$ cat src/rtl/inst_fetch.sv
// Multi-cycle instruction fetch stage: PC, req/ready fetch from instruction memory,
// instruction register with decoded fields, consumer stall and branch/jump redirect.
module inst_fetch #(
    parameter logic [31:0] RESET_PC = 32'h0000_0000
) (
    input  logic        clk,
    input  logic        rst,
    output logic        imem_req,
    output logic [31:0] imem_addr,
    input  logic [31:0] imem_rdata,
    input  logic        imem_ready,
    input  logic        stall,
    input  logic        redirect,
    input  logic [31:0] redirect_pc,
    output logic [31:0] inst,
    output logic        inst_valid,
    output logic [31:0] pc,
    output logic [31:0] pc_plus4,
    output logic [5:0]  opcode,
    output logic [4:0]  rs,
    output logic [4:0]  rt,
    output logic [4:0]  rd,
    output logic [4:0]  shamt,
    output logic [5:0]  funct,
    output logic [31:0] inst_count
);

    typedef enum logic [1:0] {
        IDLE = 2'd0,
        REQ  = 2'd1,
        HOLD = 2'd2
    } state_t;

    state_t      state_q;
    logic [31:0] fetchPc_q;
    logic [31:0] inst_q;
    logic [31:0] pc_q;
    logic        instValid_q;
    logic [31:0] instCount_q;

    logic [31:0] redirectTarget;
    logic [31:0] fetchPcPlus4;

    assign redirectTarget = redirect_pc & 32'hFFFF_FFFC;
    assign fetchPcPlus4   = fetchPc_q + 32'd4;

    // Redirect outranks both a returning word in REQ and a stall in HOLD.
    always_ff @(posedge clk) begin
        if (rst) begin
            state_q     <= IDLE;
            fetchPc_q   <= RESET_PC;
            inst_q      <= 32'd0;
            pc_q        <= RESET_PC;
            instValid_q <= 1'b0;
            instCount_q <= 32'd0;
        end else begin
            case (state_q)
                IDLE: begin
                    if (redirect) begin
                        fetchPc_q <= redirectTarget;
                    end
                    state_q <= REQ;
                end
                REQ: begin
                    if (redirect) begin
                        fetchPc_q <= redirectTarget;
                    end else if (imem_ready) begin
                        inst_q      <= imem_rdata;
                        pc_q        <= fetchPc_q;
                        instValid_q <= 1'b1;
                        fetchPc_q   <= fetchPcPlus4;
                        state_q     <= HOLD;
                    end
                end
                HOLD: begin
                    if (redirect) begin
                        instValid_q <= 1'b0;
                        fetchPc_q   <= redirectTarget;
                        state_q     <= REQ;
                    end else if (!stall) begin
                        instValid_q <= 1'b0;
                        instCount_q <= instCount_q + 32'd1;
                        state_q     <= REQ;
                    end
                end
                default: begin
                    state_q     <= IDLE;
                    instValid_q <= 1'b0;
                end
            endcase
        end
    end

    assign imem_req   = (state_q == REQ);
    assign imem_addr  = fetchPc_q;

    assign inst       = inst_q;
    assign inst_valid = instValid_q;
    assign pc         = pc_q;
    assign pc_plus4   = pc_q + 32'd4;
    assign inst_count = instCount_q;

    // Decoded fields are plain slices of the IR; they remain meaningful while inst_valid is high.
    assign opcode = inst_q[31:26];
    assign rs     = inst_q[25:21];
    assign rt     = inst_q[20:16];
    assign rd     = inst_q[15:11];
    assign shamt  = inst_q[10:6];
    assign funct  = inst_q[5:0];

endmodule

$ cat config.mk
export PLATFORM = sky130hd
export DESIGN_NAME = inst_fetch
export DESIGN_NICKNAME = d
export VERILOG_FILES = /design/src/rtl/inst_fetch.sv
export SDC_FILE = /design/constraint.sdc
export NUM_CORES = 1
export LEC_CHECK = 0
export CORE_MARGIN = 2
export CORE_UTILIZATION = 43
export CTS_BUF_LIST = sky130_fd_sc_hd__clkbuf_8
export DETAILED_ROUTE_END_ITERATION = 12
export DONT_BUFFER_PORTS = 1
export HOLD_SLACK_MARGIN = 0.12
export PLACE_DENSITY = 0.56
export SYNTH_ARGS = -nofsm -noshare
export SYNTH_HDL_FRONTEND = slang
export SYNTH_SLANG_ARGS = --single-unit
export TNS_END_PERCENT = 30
$ cat constraint.sdc
create_clock -name clk -period 2.99 [get_ports clk]
set_input_delay 0.598 -clock clk [delete_from_list [all_inputs] [get_ports clk]]
set_output_delay 0.598 -clock clk [all_outputs]
set_load 0.02 [all_outputs]
# Yosys cells after proc, flatten, opt, wreduce, memory -nomap -nowiden
# Index checks and enable logic that the tools add are counted.
[classes] n_addsub=3 multipliers=0 div_mod_pow=0 magnitude_cmp=0 eq_ne=7 n_shift=0 muxes=14 bitwise_logic=3 reduce_logical=8
[ops] operator="two-way mux 32 bit" n=3
[ops] operator="adder 32 x 3 -> 32 bit, second input constant" n=2
[ops] operator="case mux 32 bit (2 select lines)" n=1
[ops] operator="adder 32 x 1 -> 32 bit, second input constant" n=1
[ops] operator="AND reduction 3 bit" n=4
[ops] operator="two-way mux 2 bit" n=4
[ops] operator="case mux 2 bit (3 select lines)" n=1
[ops] operator="two-way mux 1 bit" n=4
[ops] operator="!= test 2 x 1 -> 1 bit, second input constant" n=2
[ops] operator="AND reduction 4 bit" n=1
[ops] operator="!= test 3 x 1 -> 1 bit, second input constant" n=1
[ops] operator="!= test 3 bit, second input constant" n=1
[ops] operator="NOT 1 bit" n=3
[ops] operator="case mux 1 bit (3 select lines)" n=1
[ops] operator="equality test 2 x 1 -> 1 bit, second input constant" n=1
[ops] operator="equality test 2 bit, second input constant" n=1
[ops] operator="logical NOT 2 bit" n=1
[ops] operator="!= test 2 bit, second input constant" n=1
[ops] operator="nonzero test 2 bit" n=1
[ops] operator="OR reduction 2 bit" n=1
[totals] reg_bits=131 latch_bits=0 mem_bits_rw=0 romBits=0 input_bits=69 output_inout_bits=194 elab_cells=41 memories=0

# Longest topological paths before layout
# Gate-level depths: netlist of run 1.
[depth] depth_word=4 mapped_depth=7 ltp_nobuf=5

# Worst setup path before layout of run 1
# Ideal clock, no wire load.
[synth_path] kind="reg2out" from="register pc_q[2], in the netlist pc[2]" to="output pc_plus4[28]" arrival_time_ps=2132 required_ps=2392 path_slack_ps=260 stages_incl_launch_ff=6 n_path_buf=0 path_cell_list="dfxtp_1 > ha_1 > nand3_1 > nor4_1 > nand4_1 > xnor2_1"
[synth_between] elab_chain_cells=1
[synth_rtl] element="start: declaration" line="37" source="logic [31:0] pc_q;"
[synth_rtl] element="start signal: assignment" line="69" source="pc_q <= fetchPc_q;"
[synth_rtl] element="adder 32 x 3 -> 32 bit" line="100" source="assign pc_plus4 = pc_q + 32'd4;"
[synth_rtl] element="end: declaration" line="18" source="output logic [31:0] pc_plus4,"
# No other way between the ends.

# Worst setup path in the final report of run 1
[layout_path] from="register pc_q[11], in the netlist pc[11]" to="output pc_plus4[31]"
# The elaborated chain is that of the path after synthesis.

==> results of run 1 <==
final timing paths:
kind	endpoint	cells past startpoint
min	inst_count[13]$_SDFFE_PP0P_	1
max	pc_plus4[31]	5
max reg2reg	imem_addr[22]$_SDFFE_PP0P_	4
min reg2reg	pc[13]$_SDFFE_PP0P_	2
logic make-up (layout without fill, tap and decap cells):
logic type | count (synthesis) | count (layout) | share of synthesized area
and+or+nand+nor | 377 | 377 | 0.282
AOI/OAI and AO/OA | 184 | 184 | 0.175
DFF | 127 | 127 | 0.384
buffers and inverters | 111 | 84 | 0.0907
xor gates and xnor gates | 38 | 38 | 0.0503
muxes | 7 | 7 | 0.0117
adders and majority gates | 3 | 3 | 0.00567
other | 1 | 6 | 0.000566
synth_stat cells, types with 10 or more instances:
cell / count
dfxtp_1: 127
nor4_1: 10
nand4_1: 35
a21oi_1: 87
o21ai_0: 17
nor3_1: 14
and4_1: 11
o311ai_0: 10
a31oi_1: 16
inv_1: 14
clkbuf_1: 39
nand3_1: 35
xor2_1: 13
xnor2_1: 25
nor2_1: 41
buf_4: 42
nand2_1: 167
and3_1: 14
through the flow:
step,power (mW),setup WS [ns]
2_1_floorplan,2.17,0.260
3_3_place_gp,2.20,0.510
3_5_place_dp,2.21,0.464
4_1_cts,3.85,0.0245
5_1_grt,3.96,0.00584
6_report,3.80,0.203
state kept, by name, summed over array words and instances (netlist names):
| name | flops |
|---|---|
| imem_addr | 30 |
| pc | 30 |
| state_q | 2 |
| inst_count | 32 |
| inst_valid | 1 |
| inst | 32 |
area by class of cell:
type / count / area [um2]
Multi-Input combinational cell: 615 / 3540
Timing Repair Buffer: 38 / 285
Fill cell: 1498 / 8050
Inverter: 14 / 52.6
Sequential cell: 127 / 2550
Clock inverter: 11 / 148
Clock buffer: 21 / 289
Tap cell: 188 / 235
where the power goes:
part           total (mW)  leakage (nW)  internal (mW)  switching [mW]
combinational       0.275          1.15          0.101           0.174
clock                1.63         0.243          0.980           0.649
sequential           1.90          1.04           1.75           0.155
worst register-to-register path, delay by kind of cell, from the launching register on:
family | cells | cell delay [ns]
AOI/OAI and AO/OA | 1 | 0.17
DFF | 1 | 0.64
and+or+nand+nor | 3 | 1.47
what timing repair did:
action	in CTS	in global routing
setup buffers	0	1
endpoints found under the setup margin	4	11
gates resized for setup	3	9
pin swaps	1	1
gates cloned	0	0
metal layers:
metal / wire length (um) / GRT usage
met1: 8060 / 0.277
met2: 8970 / 0.364
met3: 1630 / 0.0718
met4: 325 / 0.0789
met5: 0 / 0
==> out/summary.txt, run 1 <==
top library cells by usage in the layout, fill and taps aside: nand2_1 (167), dfxtp_1 (118), a21oi_1 (87)
Async S/R FF share, synth: 0
Clock Latency Late Sink: 0.43 ns
number of detailed-route iterations in the first pass: 5
CTS H-Tree Depth: 4
Hold-fix buffers, CTS: 0
maximum resistive drop on vdd: 251 uV
Vert. Die Dim: 128 um
global-route wire length before repair: 29200 um
Placed Cells incl. Taps: 981
origin of the worst min-delay path: rst
total cell area at the placement stage: 6630 um2
cell area after synthesis: 6620 um2
TritonCTS clock tree: built
portion of synthesized cell area occupied by the leading cell type: 0.384
static leakage: 2.43 nW
top_reg_cell synth: dfxtp_1
fin crit share: 0.932
average cell area after synthesis: 7.81 um2
post-route clock skew: 0.00552 ns
setup repair after global routing missed its margin: no
pin count of the biggest net entering global routing: 131
transition time at the pin with the least slew margin: 0.589 ns
number of unique standard cell types used by synthesis: 65
clock slew at the register clock pins of the worst setup and hold paths: 0.07 ns
peak per-stage delay on the critical path: 0.44 ns
commonest non-fill, non-tap cell in the layout: nand2_1
fraction of layout cells with a size suffix above 1: 0.120
post-synthesis instance total: 848
Crit path required time: 2.39 ns
cell types with the largest area share after synthesis: dfxtp_1 (38%), nand2_1 (9.5%), a21oi_1 (6.6%)
detail-routed via count per cell: 6.07
cell with the largest stage delay on the worst path: dfxtp_2
Boundary Pins: 263
number of antenna violations at the first check in global routing: 0
category of the most critical setup path: flip-flop to output port
endpoints failing setup: 0
largest delay contributor family on the critical path: simple AND/OR/NAND/NOR gates
Hold Slack: 0.244 ns
leading area contributor after synthesis: dfxtp_1
areal power density over the cells: 536 nW/um2
final layout net count: 885
launch point of the critical path: pc[11]$_SDFFE_PP0P_
register area share after synthesis: 0.384
number of clock sinks seen by CTS: 127
Initial Utilization: 0.437
Worst path most repeated cell: nand4_1
aggregate global-route resource usage: 0.223
maximum clock insertion buffer count: 2
final critical path time including I/O delays and setup: 2.79 ns
Post-Route Utilization: 0.469
drt total wl: 19000 um
grt ovf: 0
class of the worst hold path: input pin to flip-flop
category of the worst setup path capture point: output port
placer congestion estimate: 0.782
number of violations reported at the end of detailed-routing iteration 0: 349
worst relative slew slack: 0.608
Reg2Reg Launch Point: imem_addr[7]$_SDFFE_PP0P_
floorplan die width: 128 um
IO Port Bufs: 0
final antenna-violating net count: 0
number of rows created at floorplan: 45
Post-synth EDFFs: 0
area grow syn2layout: 7.24%
final hold violation count: 0
Max Clock Freq: 0.359 GHz
number of buffers created by CTS: 17
max-slew violation count: 0
outcome: finished clean
number of standard cells in the layout, taps in and fillers out: 1014
cell breakdown of the critical path: nand4_1 > buf_4 > nor2_2 > nand4_1 > xnor2_1
average wire per cell in the routed design: 18.7 um
critical path fanouts, max: 7
sum of buffers and inverters on the critical path: 1
post-detailed-route DRC marker count: 0
die footprint: 16400 um2
data arrival time of the worst path: 2.19 ns
type of element launching the critical path: flip-flop
count of antenna diodes in the layout: 0
cell chosen for the clock root: clkbuf_8
max_cap viols: 0
total of flip-flops plus latches after synthesis: 127
vias in the first global route: 5663
placeable core region: 15100 um2
YS warnings: 0
estimated wirelength of the detail-placed design: 12800 um
final design instance area without fill: 7100 um2
minimum setup slack among reg-to-reg paths: 0.64 ns
Final TNS setup: 0 ns
via count: 6158
(Power assumes the default switching activity.)
==> run 2: changes to the inputs <==
--- a/config.mk
+++ b/config.mk
@@ -5,9 +5,11 @@
 export SDC_FILE = /design/constraint.sdc
 export NUM_CORES = 1
 export LEC_CHECK = 0
+export ABC_CLOCK_PERIOD_IN_PS = 2990
 export CORE_MARGIN = 2
 export CORE_UTILIZATION = 43
 export CTS_BUF_LIST = sky130_fd_sc_hd__clkbuf_8
+export CTS_CLUSTER_DIAMETER = 100
 export DETAILED_ROUTE_END_ITERATION = 12
 export DONT_BUFFER_PORTS = 1
 export HOLD_SLACK_MARGIN = 0.12
==> results of run 2 <==
Final layout, timing and power as in run 1 (identical DEF).
==> run 3: changes to the inputs <==
--- a/config.mk
+++ b/config.mk
@@ -7,13 +7,13 @@
 export LEC_CHECK = 0
 export ABC_CLOCK_PERIOD_IN_PS = 2990
 export CORE_MARGIN = 2
-export CORE_UTILIZATION = 43
+export CORE_UTILIZATION = 40
 export CTS_BUF_LIST = sky130_fd_sc_hd__clkbuf_8
 export CTS_CLUSTER_DIAMETER = 100
 export DETAILED_ROUTE_END_ITERATION = 12
 export DONT_BUFFER_PORTS = 1
 export HOLD_SLACK_MARGIN = 0.12
-export PLACE_DENSITY = 0.56
+export PLACE_DENSITY = 0.52
 export SYNTH_ARGS = -nofsm -noshare
 export SYNTH_HDL_FRONTEND = slang
 export SYNTH_SLANG_ARGS = --single-unit
==> out/summary.txt, run 3 (synthesized netlist as in run 1, its figures left out) <==
cell chosen for the clock root: clkbuf_8 (unchanged)
TritonCTS clock tree: built (unchanged)
placer congestion estimate: 0.832 (was 0.782)
category of the worst setup path capture point: output port (unchanged)
Max Clock Freq: 0.361 GHz (was 0.359 GHz)
type of element launching the critical path: flip-flop (unchanged)
buffer count from post-CTS setup fixing: 0 (unchanged)
final antenna-violating net count: 0 (unchanged)
number of buffers created by CTS: 17 (unchanged)
Boundary Pins: 263 (unchanged)
number of antenna violations at the first check in global routing: 1 (was 0)
launch point of the critical path: pc[3]$_SDFFE_PP0P_ (was pc[11]$_SDFFE_PP0P_)
category of the most critical setup path: flip-flop to output port (unchanged)
post-route clock skew: 0.00901 ns (was 0.00552 ns)
origin of the worst min-delay path: rst (unchanged)
commonest non-fill, non-tap cell in the layout: nand2_1 (unchanged)
floorplan die width: 133 um (was 128 um)
Clock Latency Late Sink: 0.45 ns (was 0.43 ns)
vias in the first global route: 5940 (was 5663)
aggregate global-route resource usage: 0.216 (was 0.223)
critical path fanouts, max: 7 (unchanged)
max-slew violation count: 0 (unchanged)
areal power density over the cells: 513 nW/um2 (was 536 nW/um2)
Reg2Reg Launch Point: imem_addr[8]$_SDFFE_PP0P_ (was imem_addr[7]$_SDFFE_PP0P_)
Final TNS setup: 0 ns (unchanged)
Hold Slack: 0.220 ns (was 0.244 ns)
post-detailed-route DRC marker count: 0 (unchanged)
Hold-fix buffers, CTS: 0 (unchanged)
number of clock sinks seen by CTS: 127 (unchanged)
placeable core region: 16400 um2 (was 15100 um2)
Crit path required time: 2.39 ns (about the same)
sw frac: 0.272 (was 0.257)
multi-input logic area: 3520 um2 (was 3540 um2)
global-route wire length before repair: 30900 um (was 29200 um)
average wire per cell in the routed design: 18.5 um (was 18.7 um)
die footprint: 17600 um2 (was 16400 um2)
Comb power frac: 0.079 (was 0.072)
number of rows created at floorplan: 47 (was 45)
maximum resistive drop on vdd: 232 uV (was 251 uV)
IO Port Bufs: 0 (unchanged)
pre-CTS setup slack: 0.438 ns (was 0.464 ns)
grt ovf: 0 (unchanged)
worst relative slew slack: 0.564 (was 0.608)
clock slew at the register clock pins of the worst setup and hold paths: 0.07 ns (about the same)
via count: 6099 (was 6158)
maximum clock insertion buffer count: 2 (unchanged)
static leakage: 2.40 nW (was 2.43 nW)
CTS H-Tree Depth: 4 (unchanged)
number of violations reported at the end of detailed-routing iteration 0: 327 (was 349)
area grow syn2layout: 7.48% (was 7.24%)
worst setup slack after layout: 0.218 ns (was 0.203 ns)
top library cells by usage in the layout, fill and taps aside: nand2_1 (167), dfxtp_1 (122), a21oi_1 (87) (was nand2_1 (167), dfxtp_1 (118), a21oi_1 (87))
sw power: 0.994 mW (was 0.978 mW)
transition time at the pin with the least slew margin: 0.654 ns (was 0.589 ns)
drt total wl: 19400 um (was 19000 um)
pin count of the biggest net entering global routing: 131 (unchanged)
endpoints failing setup: 0 (unchanged)
estimated wirelength of the detail-placed design: 13400 um (was 12800 um)
final critical path time including I/O delays and setup: 2.77 ns (was 2.79 ns)
outcome: finished clean (unchanged)
clock network power share: 0.403 (was 0.428)
fin crit share: 0.927 (was 0.932)
Initial Utilization: 0.403 (was 0.437)
number of detailed-route iterations in the first pass: 7 (was 5)
Vert. Die Dim: 133 um (was 128 um)
setup repair after global routing missed its margin: no (unchanged)
detail-routed via count per cell: 5.81 (was 6.07)
data arrival time of the worst path: 2.17 ns (was 2.19 ns)
layout filler cell count: 1653 (was 1498)
final layout net count: 890 (was 885)
class of the worst hold path: input pin to flip-flop (unchanged)
power share of the sequential group: 0.518 (was 0.500)
Post-Route Utilization: 0.434 (was 0.469)
fraction of layout cells with a size suffix above 1: 0.119 (was 0.120)
internal portion of total power: 2.66 mW (was 2.83 mW)
max_cap viols: 0 (unchanged)
count of antenna diodes in the layout: 0 (unchanged)
Seq. cell area: 2550 um2 (about the same)
final hold violation count: 0 (unchanged)
==> run 3: repair_timing <==
action / CTS / global route
setup endpoints to repair: 4 / 12
gates resized for setup: 1 / 5
gates cloned: 0 / 0
==> run 3: stage by stage <==
| stage | power, mW | instance area, um2 | std cells |
|---|---|---|---|
| 3_3_place_gp | 2.21 | 6720 | 1019 |
| 6_report | 3.65 | 7120 | 1049 |
| 5_1_grt | 3.81 | 7120 | 1049 |
| 3_5_place_dp | 2.22 | 6720 | 1019 |
| 4_1_cts | 3.70 | 7110 | 1049 |
| 2_1_floorplan | 2.17 | 6640 | 853 |
==> run 3: area by class of cell <==
class,count,share of cell area
inverter,14,0.00739
sequential,127,0.358
timing repair buffer,43,0.0471
clock buffer,21,0.0406
tap,220,0.0387
multi-input combinational,615,0.495
clock inverter,9,0.0132
==> run 3: power by group through the flow <==
stage	clock (mW)	combinational, mW	sequential [mW]
after global placement	0	0.282	1.93
after floorplan	0	0.264	1.90
after global routing	1.59	0.319	1.90
after CTS	1.52	0.289	1.89
final	1.47	0.287	1.89
after detailed placement	0	0.288	1.93
==> run 3: worst paths after layout <==
kind / end / slack (ns) / cells after the start
setup / recovery: pc_plus4[28] / 0.22 / 7
hold / removal: inst_count[16]$_SDFFE_PP0P_ / 0.22 / 1
setup reg to reg: imem_addr[18]$_SDFFE_PP0P_ / 0.71 / 4
hold reg to reg: pc[7]$_SDFFE_PP0P_ / 0.54 / 2
==> run 3: routing by layer <==
metal | GRT usage | wire length (um) | share of wire | up-vias
met5 | 0 | 12 | 0.00062 | -
met4 | 0.0723 | 374 | 0.019 | 2
met3 | 0.0774 | 1670 | 0.086 | 28
met2 | 0.347 | 9170 | 0.47 | 251
met1 | 0.269 | 8170 | 0.42 | 2867
li1 | - | - | - | 2951
==> run 3: critical path, stage by stage, from the launching register on <==
cell and delay, ns:
dfxtp_1 0.44, ha_1 0.30, nand3_1 0.12, nor4_1 0.20
buf_4 0.21, nand4_1 0.12, xnor2_1 0.19, buf_4 0.16
